[config.mk]
export PLATFORM = sky130hd
export DESIGN_NAME = truth_table_sweeper_flat
export DESIGN_NICKNAME = d
export VERILOG_FILES = /design/src/rtl/truth_table_sweeper_pkg.sv /design/src/rtl/truth_table_sweeper_if.sv /design/src/rtl/truth_table_sweeper_hold_ctr.sv /design/src/rtl/truth_table_sweeper.sv /design/src/flat_wrapper.sv
export SDC_FILE = /design/constraint.sdc
export NUM_CORES = 1
export LEC_CHECK = 0
export ABC_AREA = 1
export CORE_MARGIN = 2
export CORE_UTILIZATION = 48
export CTS_BUF_LIST = sky130_fd_sc_hd__clkbuf_4
export DETAILED_ROUTE_END_ITERATION = 12
export GPL_TIMING_DRIVEN = 0
export PLACE_DENSITY_LB_ADDON = 0.12
export SLEW_MARGIN = 15
export SYNTH_ARGS = -nofsm -noshare
export SYNTH_HDL_FRONTEND = slang
export SYNTH_SLANG_ARGS = --single-unit
[constraint.sdc]
create_clock -name clk -period 1.2 [get_ports clk]
set_input_delay 0.24 -clock clk [delete_from_list [all_inputs] [get_ports clk]]
set_output_delay 0.24 -clock clk [all_outputs]
set_load 0.005 [all_outputs]
[src/rtl/truth_table_sweeper_pkg.sv]
// Shared types for the truth-table sweeper: FSM encoding and count width.
// Optional build macro SWEEPER_CAPTURE_EN adds the observed-table port.
package sweeper_pkg;

    typedef enum logic [1:0] {
        IDLE  = 2'd0,
        DRIVE = 2'd1,
        DONE  = 2'd2
    } state_t;

    // err_count must hold 0..2^n inclusive
    function automatic int cnt_w(input int n);
        return n + 1;
    endfunction

endpackage

[src/rtl/truth_table_sweeper_if.sv]
// Sweeper control/result bundle; master = sweeper, slave = user side.
// SWEEPER_CAPTURE_EN adds the observed truth table.
interface truth_table_sweeper_if
    import sweeper_pkg::*;
#(
    parameter int N = 4
);

    logic                  start;
    logic                  f_dut;
    logic [N-1:0]          x;
    logic                  busy;
    logic                  done;
    logic                  pass;
    logic [cnt_w(N)-1:0]   err_count;
    logic [N-1:0]          first_err_idx;
`ifdef SWEEPER_CAPTURE_EN
    logic [2**N-1:0]       observed;

    modport master (
        input  start, f_dut,
        output x, busy, done, pass,
        output err_count, first_err_idx, observed
    );

    modport slave (
        output start, f_dut,
        input  x, busy, done, pass,
        input  err_count, first_err_idx, observed
    );
`else
    modport master (
        input  start, f_dut,
        output x, busy, done, pass,
        output err_count, first_err_idx
    );

    modport slave (
        output start, f_dut,
        input  x, busy, done, pass,
        input  err_count, first_err_idx
    );
`endif

endinterface

[src/rtl/truth_table_sweeper_hold_ctr.sv]
// Per-vector hold counter: counts 0..HOLD-1 while enabled, flags last cycle.
// Built the same with or without SWEEPER_CAPTURE_EN.
module sweep_hold_ctr #(
    parameter int HOLD = 5
) (
    input  logic clk,
    input  logic rst_n,
    input  logic clr,
    input  logic en,
    output logic last
);

    localparam int CNTW = (HOLD > 1) ? $clog2(HOLD) : 1;

    logic [CNTW-1:0] cnt_q;
    logic [CNTW-1:0] cnt_d;

    assign last = (cnt_q == CNTW'(HOLD - 1));

    always_comb begin
        cnt_d = cnt_q;
        if (clr)
            cnt_d = '0;
        else if (en)
            cnt_d = last ? '0 : cnt_q + 1'b1;
    end

    always_ff @(posedge clk or negedge rst_n) begin
        if (!rst_n)
            cnt_q <= '0;
        else
            cnt_q <= cnt_d;
    end

endmodule

[src/rtl/truth_table_sweeper.sv]
// Exhaustive sweeper for an N-input combinational block vs a golden table.
// Define SWEEPER_CAPTURE_EN to also record every sampled f_dut bit.
module truth_table_sweeper
    import sweeper_pkg::*;
#(
    parameter int              N      = 4,
    parameter int              HOLD   = 5,
    parameter logic [2**N-1:0] GOLDEN = '0
) (
    input  logic                  clk,
    input  logic                  rst_n,
    truth_table_sweeper_if.master bus
);

    localparam int           CW   = cnt_w(N);
    localparam logic [N-1:0] XMAX = '1;

    state_t          state_q;
    logic [N-1:0]    x_q;
    logic            busy_q;
    logic            done_q;
    logic            pass_q;
    logic [CW-1:0]   err_q;
    logic [CW-1:0]   err_d;
    logic [N-1:0]    fidx_q;
    logic            mis_d;
    logic            clr;
    logic            en;
    logic            last;

    assign clr   = (state_q == IDLE) && bus.start;
    assign en    = (state_q == DRIVE);
    assign mis_d = (bus.f_dut != GOLDEN[x_q]);
    assign err_d = err_q + CW'(mis_d);

    sweep_hold_ctr #(
        .HOLD (HOLD)
    ) u_ctr (
        .clk   (clk),
        .rst_n (rst_n),
        .clr   (clr),
        .en    (en),
        .last  (last)
    );

`ifdef SWEEPER_CAPTURE_EN
    logic [2**N-1:0] obs_q;

    always_ff @(posedge clk or negedge rst_n) begin
        if (!rst_n)
            obs_q <= '0;
        else if (clr)
            obs_q <= '0;
        else if (en && last)
            obs_q[x_q] <= bus.f_dut;
    end

    assign bus.observed = obs_q;
`endif

    always_ff @(posedge clk or negedge rst_n) begin
        if (!rst_n) begin
            state_q <= IDLE;
            x_q     <= '0;
            busy_q  <= 1'b0;
            done_q  <= 1'b0;
            pass_q  <= 1'b0;
            err_q   <= '0;
            fidx_q  <= '0;
        end else begin
            unique case (state_q)
                IDLE: begin
                    if (bus.start) begin
                        state_q <= DRIVE;
                        x_q     <= '0;
                        busy_q  <= 1'b1;
                        pass_q  <= 1'b0;
                        err_q   <= '0;
                        fidx_q  <= '0;
                    end
                end
                DRIVE: begin
                    if (last) begin
                        err_q <= err_d;
                        if (mis_d && (err_q == '0))
                            fidx_q <= x_q;
                        if (x_q == XMAX) begin
                            state_q <= DONE;
                            busy_q  <= 1'b0;
                            done_q  <= 1'b1;
                            pass_q  <= (err_d == '0);
                        end else begin
                            x_q <= x_q + 1'b1;
                        end
                    end
                end
                DONE: begin
                    state_q <= IDLE;
                    done_q  <= 1'b0;
                end
                default: state_q <= IDLE;
            endcase
        end
    end

    assign bus.x             = x_q;
    assign bus.busy          = busy_q;
    assign bus.done          = done_q;
    assign bus.pass          = pass_q;
    assign bus.err_count     = err_q;
    assign bus.first_err_idx = fidx_q;

endmodule

[src/flat_wrapper.sv]
// flat-port wrapper written by rule: the top's interface ports become plain ports
module truth_table_sweeper_flat import sweeper_pkg::*;
#(
    parameter int              N      = 4,
    parameter int              HOLD   = 5,
    parameter logic [2**N-1:0] GOLDEN = '0
)
  (clk, rst_n, bus_start, bus_f_dut, bus_x, bus_busy, bus_done, bus_pass, bus_err_count, bus_first_err_idx);
  truth_table_sweeper_if #(.N(N)) bus_i ();
  input  logic clk;
  input  logic rst_n;
  input wire logic [$bits(bus_i.start)-1:0] bus_start;
  input wire logic [$bits(bus_i.f_dut)-1:0] bus_f_dut;
  output wire logic [$bits(bus_i.x)-1:0] bus_x;
  output wire logic [$bits(bus_i.busy)-1:0] bus_busy;
  output wire logic [$bits(bus_i.done)-1:0] bus_done;
  output wire logic [$bits(bus_i.pass)-1:0] bus_pass;
  output wire logic [$bits(bus_i.err_count)-1:0] bus_err_count;
  output wire logic [$bits(bus_i.first_err_idx)-1:0] bus_first_err_idx;
  assign bus_i.start = bus_start;
  assign bus_i.f_dut = bus_f_dut;
  assign bus_x = bus_i.x;
  assign bus_busy = bus_i.busy;
  assign bus_done = bus_i.done;
  assign bus_pass = bus_i.pass;
  assign bus_err_count = bus_i.err_count;
  assign bus_first_err_idx = bus_i.first_err_idx;
  truth_table_sweeper #(.N(N), .HOLD(HOLD), .GOLDEN(GOLDEN)) u_core (.clk(clk), .rst_n(rst_n), .bus(bus_i));
endmodule
* Word level (Yosys, flattened, before mapping) *
Memory sizes are Yosys's and may differ from the RTL's.
Cells that the tools add are included.

cells by class
  reductions and logical operators = 14
  multiplexer cells = 29
  eq/ne operators = 10
  $lt $le $gt $ge = 1
  $add $sub $neg = 3

operators with widths
  cell                                                                           number
  4-bit two-way mux                                                              5
  4-bit case mux with 2 select lines                                             2
  4-bit AND reduction                                                            3
  5-bit zero test                                                                2
  5-bit two-way mux                                                              2
  2-bit != test (second input constant)                                          5
  5-bit case mux with 2 select lines                                             1
  1-bit two-way mux                                                              9
  3-bit two-way mux                                                              3
  3-bit AND reduction                                                            3
  2-bit two-way mux                                                              3
  1-bit case mux with 2 select lines                                             3
  2-bit nonzero test                                                             3
  5-bit by 1-bit adder with 5-bit output                                         1
  4-bit by 5-bit less-than comparator with 1-bit output (second input constant)  1
  4-bit by 1-bit adder with 4-bit output (second input constant)                 1
  4-bit equality test (second input constant)                                    1
  2-bit case mux with 2 select lines                                             1
  3-bit by 1-bit adder with 3-bit output (second input constant)                 1
  3-bit equality test (second input constant)                                    1
  2-bit by 1-bit equality test with 1-bit output (second input constant)         1
  2-bit equality test (second input constant)                                    1
  1-bit logical AND                                                              2
  2-bit zero test                                                                1
  1-bit != test                                                                  1

word-level totals
  ROM bits = 16
  input bits = 4
  bits in registers = 21
  output and inout port bits = 16
  memories = 1
  word-level logic and storage cells = 66

memory list
  name              depth  bits a word  rd ports  clocked after memory_dff  write ports  line                       RTL
  (name not given)  16     1            1         0                         0            truth_table_sweeper.sv:33  assign mis_d = (bus.f_dut != GOLDEN[x_q]);

* Logic depth before layout (Yosys ltp) *
  depth after elaboration = 8
  gate-level depth with buffers = 8
  mapped depth without buffers = 8

* Hierarchy *
A second synthesis with hierarchy kept.

unflattened totals
  cells, all modules = 147
  area, all modules = 1,147.4 um^2

modules (own cells, without submodules)
  module               sequential area each (um^2)  area each (um^2)  cells each  instances
  truth_table_sweeper  450.4                        967.2             124         1
  sweep_hold_ctr       75.1                         180.2             23          1

* Worst setup path after synthesis *
Ideal clock, no wire load.

  path type = reg2reg
  start point = register u_core.err_q[0] (netlist: u_core.bus.err_count[0])
  end point = register u_core.pass_q (netlist: u_core.bus.pass)
  required time = 1,135 ps
  path slack = -142 ps
  library setup time = 65 ps
  stages on the path, launching flop included = 8
  arrival = 1,277 ps
  path buffers = 0
  clock period less this slack = 1,342 ps
  cells stage by stage = dfrtp_1 -> ha_1 -> ha_1 -> nor2_1 -> nand3_1 -> nor2_1 -> nand3_1 -> nand2_1

on the way
  word-level cells in the longest chain between the ends = 5

ends and longest elaborated chain
  what                                    line                       RTL
  start, declared                         truth_table_sweeper.sv:23  logic [CW-1:0] err_q;
  start signal, assigned                  truth_table_sweeper.sv:84  err_q <= err_d;
  5-bit by 1-bit adder with 5-bit output  truth_table_sweeper.sv:34  assign err_d = err_q + CW'(mis_d);
  5-bit zero test                         truth_table_sweeper.sv:91  pass_q <= (err_d == '0);
  1-bit two-way mux                       truth_table_sweeper.sv:87  if (x_q == XMAX) begin
  1-bit two-way mux                       truth_table_sweeper.sv:83  if (last) begin
  1-bit case mux with 2 select lines      truth_table_sweeper.sv:71  unique case (state_q)
  end signal, assigned                    truth_table_sweeper.sv:91
  end, declared                           truth_table_sweeper.sv:22  logic pass_q;

Every way passes these cells. The select of a mux whose other input is x is not followed.
A chain may end at the register's enable or synchronous reset.

* Final worst setup path *
Ends and elaborated chain as after synthesis.

==> results by group <==
Final layout
  • Final instance area: 0.001828 mm2
  • Ant. Diodes: 0
  • Post-layout util: 0.8264
  • Area grow syn2layout: 63.97%
  • Final Net Count: 196
  • Layout cell share with drive strength beyond 1: 0.5108

Placed design
  • GP Congestion: 0.8144
  • Dpl cell area: 0.001380 mm2
  • DP Wirelength: 1641 um
  • Input/output buffers: 19

Global route
  • Vias in the first global route: 1080
  • Pin count of the biggest net entering global routing: 22
  • First-pass GRT wire length: 4602 um
  • Total gr overflow: 0
  • Initial antenna violation count: 0
  • GRT Total Usage: 0.2305

Power and ir drop
  • PwrDens: 1232 mW/mm2
  • Lkg Pwr: 0.8877 nW
  • Internal power: 1.459 mW
  • Sequential Power Share: 0.378
  • Maximum vdd drop: 0.001085 V
  • Sw frac: 0.3525
  • Net Sw Power: 0.7941 mW
  • Logic pwr share: 0.451
  • Power share of the clock group: 0.171

Worst setup path
  • Max incr delay on CP: 0.42 ns
  • Worst r2r src: u_core.bus.err_count[0]
  • Critical R2R Capture: u_core.bus.pass
  • End of the critical path: u_core.bus.pass
  • Crit-path max FO: 2
  • Nature of the critical path startpoint: flip-flop
  • Cell family with most CP delay: simple AND/OR/NAND/NOR gates
  • Crit path from: u_core.bus.err_count[0]
  • CP Depth: 8
  • Arrival @ worst endpoint: 1.70 ns
  • Worst path bufs/invs: 1
  • R2R depth: 8
  • CP cell instances: buf_6 > ha_4 > ha_4 > nor2_2 > nand3_1 > nor2_1 > nand3_1 > nand2_1
  • Data required time of the worst path: 1.46 ns
  • Reg-to-reg slack, setup: -0.24 ns
  • WS Path Type: reg -> reg
  • Slowest CP cell: dfrtp_1
  • Worst Setup End Kind: flip-flop

Logic synthesis
  • Synth Cell Area: 0.001115 mm2
  • Gate count after technology mapping: 132
  • Flops & latches, synth: 21
  • Yosys warns: 0
  • Syn Area/Cell: 8.446 um2
  • Register area share after synthesis: 0.4714
  • Syn_nets: 141
  • Yosys cell types: 22

Timing
  • Fin crit period: 1.443 ns
  • Final Setup Violations: 18
  • Final period util: 1.203
  • Final hold vios: 0
  • Slew margin rel.: 0.3344
  • Unrepaired setup endpoints after global routing: true
  • Max Clock Skew: 0.008377 ns
  • Hold slack: 0.06983 ns
  • Final WS setup: -0.2433 ns
  • Least-Margin Pin Slew: 0.9968 ns
  • Max frequency: 692.9 MHz
  • Max-slew violation count: 0

Clocking
  • CTS Buf Count: 3
  • Worst-Skew Late Latency: 0.31 ns
  • Root Buffer: clkbuf_4
  • Clock transition at path regs: 0.13 ns
  • Cts hold-fix bufs: 0
  • H-tree depth: 1
  • Clock Tree Buf Depth: 2
  • CTS tree: yes
  • CTS Sinks: 21

Run status
  • Run status: complete, but fails checks
  • Failing checks: negative setup slack

Floorplanning
  • Core Area: 0.002212 mm2
  • I/O pins: 20
  • Die area: 0.002724 mm2
  • Die Ht: 52.19 um
  • Row count: 17
  • Die width: 52.19 um
  • Starting Density: 0.5040

Run
  • Max-Cap Viols: 0

Routing
  • 1st-iter DRT viols: 47
  • DRC errors left: 0
  • DR vias/cell: 5.430
  • Post-route ant nets: 0
  • WL per Instance: 15.86 um
  • DRT Wirelength: 3393 um
  • Total iterations of the first detailed-routing run: 4
  • Detailed-route via count: 1162

Worst hold path
  • Hold Path Class: in -> async
## routing by layer
metal	up-vias	global-route usage	share of wire
met5	-	0	0
met4	0	0.1154	0.031
met3	14	0.03429	0.056
met2	46	0.3776	0.50
met1	558	0.2963	0.41
li1	544	-	-
## flip-flops by register name, summed over array words and instances (netlist names)
| register | count |
|---|---|
| u_core.bus.done | 1 |
| u_core.state_q | 2 |
| u_core.bus.x | 4 |
| u_core.bus.err_count | 5 |
| u_core.bus.busy | 1 |
| u_core.u_ctr.cnt_q | 3 |
| u_core.bus.pass | 1 |
| u_core.bus.first_err_idx | 4 |
## kinds of logic after synthesis
group / Yosys count / share of synthesized area
simple gates: 80 / 0.3648
flops: 21 / 0.4714
buf+inv: 14 / 0.04826
compound gates: 11 / 0.05162
fa+ha+maj: 5 / 0.05612
xor+xnor: 1 / 0.007858
## per-stage QoR
step                      total power, mW  setup TNS [ns]  cells  setup slack [ns]
final                               2.253          -1.508    214           -0.2433
after global routing                2.358          -2.493    214           -0.2985
after CTS                           2.042         -0.3325    205           -0.1809
after detailed placement            1.471          -9.096    179           -0.4232
after global placement              1.439          -7.558    179           -0.4192
after floorplan                     1.198      -0.0003427    132        -0.0003427
## repair_timing
item | 4_1_cts | 5_1_grt
pin swaps | 16 | 21
gates resized for setup | 57 | 43
setup buffers | 22 | 9
endpoints found under the setup margin | 29 | 44
## cell type report
cell class,instances,area (um2)
clock buffers,4,30.03
multi-input cells,97,729.5
inverters,14,60.06
flip-flops and latches,21,531.8
repair buffers,50,441.7
well taps,28,35.03
fillers,123,384.1
## worst register-to-register path, delay by kind of cell, from the launching register on
family	cells	cell delay, ns
simple gates	5	0.45
flops	1	0.42
fa+ha+maj	2	0.40
buf+inv	1	0.13
## layout by cell type (no fill, tap or decap), types with 2 or more instances in the layout
cell,instances
buf_4,22
nor2_1,5
clkdlybuf4s15_1,10
nor2_2,4
inv_1,7
nand3_2,6
a21oi_2,2
nand2_2,9
nand2_8,2
clkbuf_2,4
nand3_1,10
nand2_1,29
buf_6,11
o21ai_2,2
inv_2,5
dfrtp_2,5
o21ai_1,4
nor2_4,3
clkdlybuf4s50_1,2
ha_4,4
nand4_1,3
dfrtp_1,16
nand3_4,2
clkbuf_4,4
nand2_4,4
## Yosys cell counts
master,instances,area [um2]
nand4_4,1,21.27
nand4_1,3,18.77
nand2_4,3,33.78
inv_1,10,37.54
xnor2_1,1,8.760
nand2_2,4,25.02
or2_2,1,6.260
inv_2,3,11.26
dfrtp_1,21,525.5
o22ai_1,2,12.51
ha_1,5,62.56
nor2_2,1,6.260
clkinv_2,1,5.000
nand2_1,37,138.9
nand3_2,2,20.02
a21oi_1,2,10.01
nor2_1,10,37.54
o21ai_1,3,15.01
nor2_4,1,11.26
nand3_1,16,80.08
nand3b_1,1,7.510
o21ai_0,4,20.02
## how the worst min path moves through the flow
stage                                startpoint                           to  slack (ns)  cells past startpoint
floorplan                                 rst_n              u_core.bus.busy       -0.06                      0
global placement    u_core.bus.first_err_idx[3]  u_core.bus.first_err_idx[3]        0.45                      2
detailed placement  u_core.bus.first_err_idx[0]  u_core.bus.first_err_idx[0]        0.46                      2
CTS                           u_core.state_q[1]              u_core.bus.done        0.48                      1
global route                              rst_n        u_core.u_ctr.cnt_q[2]        0.15                      1
finish                                    rst_n              u_core.bus.x[0]        0.07                      1
## power groups by stage
stage          sequential [mW]  clock [mW]  combinational, mW
2_1_floorplan            0.922           0              0.276
3_3_place_gp             0.932           0              0.507
3_5_place_dp             0.943           0              0.528
4_1_cts                  0.845       0.383              0.814
5_1_grt                  0.859       0.420               1.08
6_report                 0.852       0.385               1.02
Note: power is estimated with default switching activity, not from simulation.
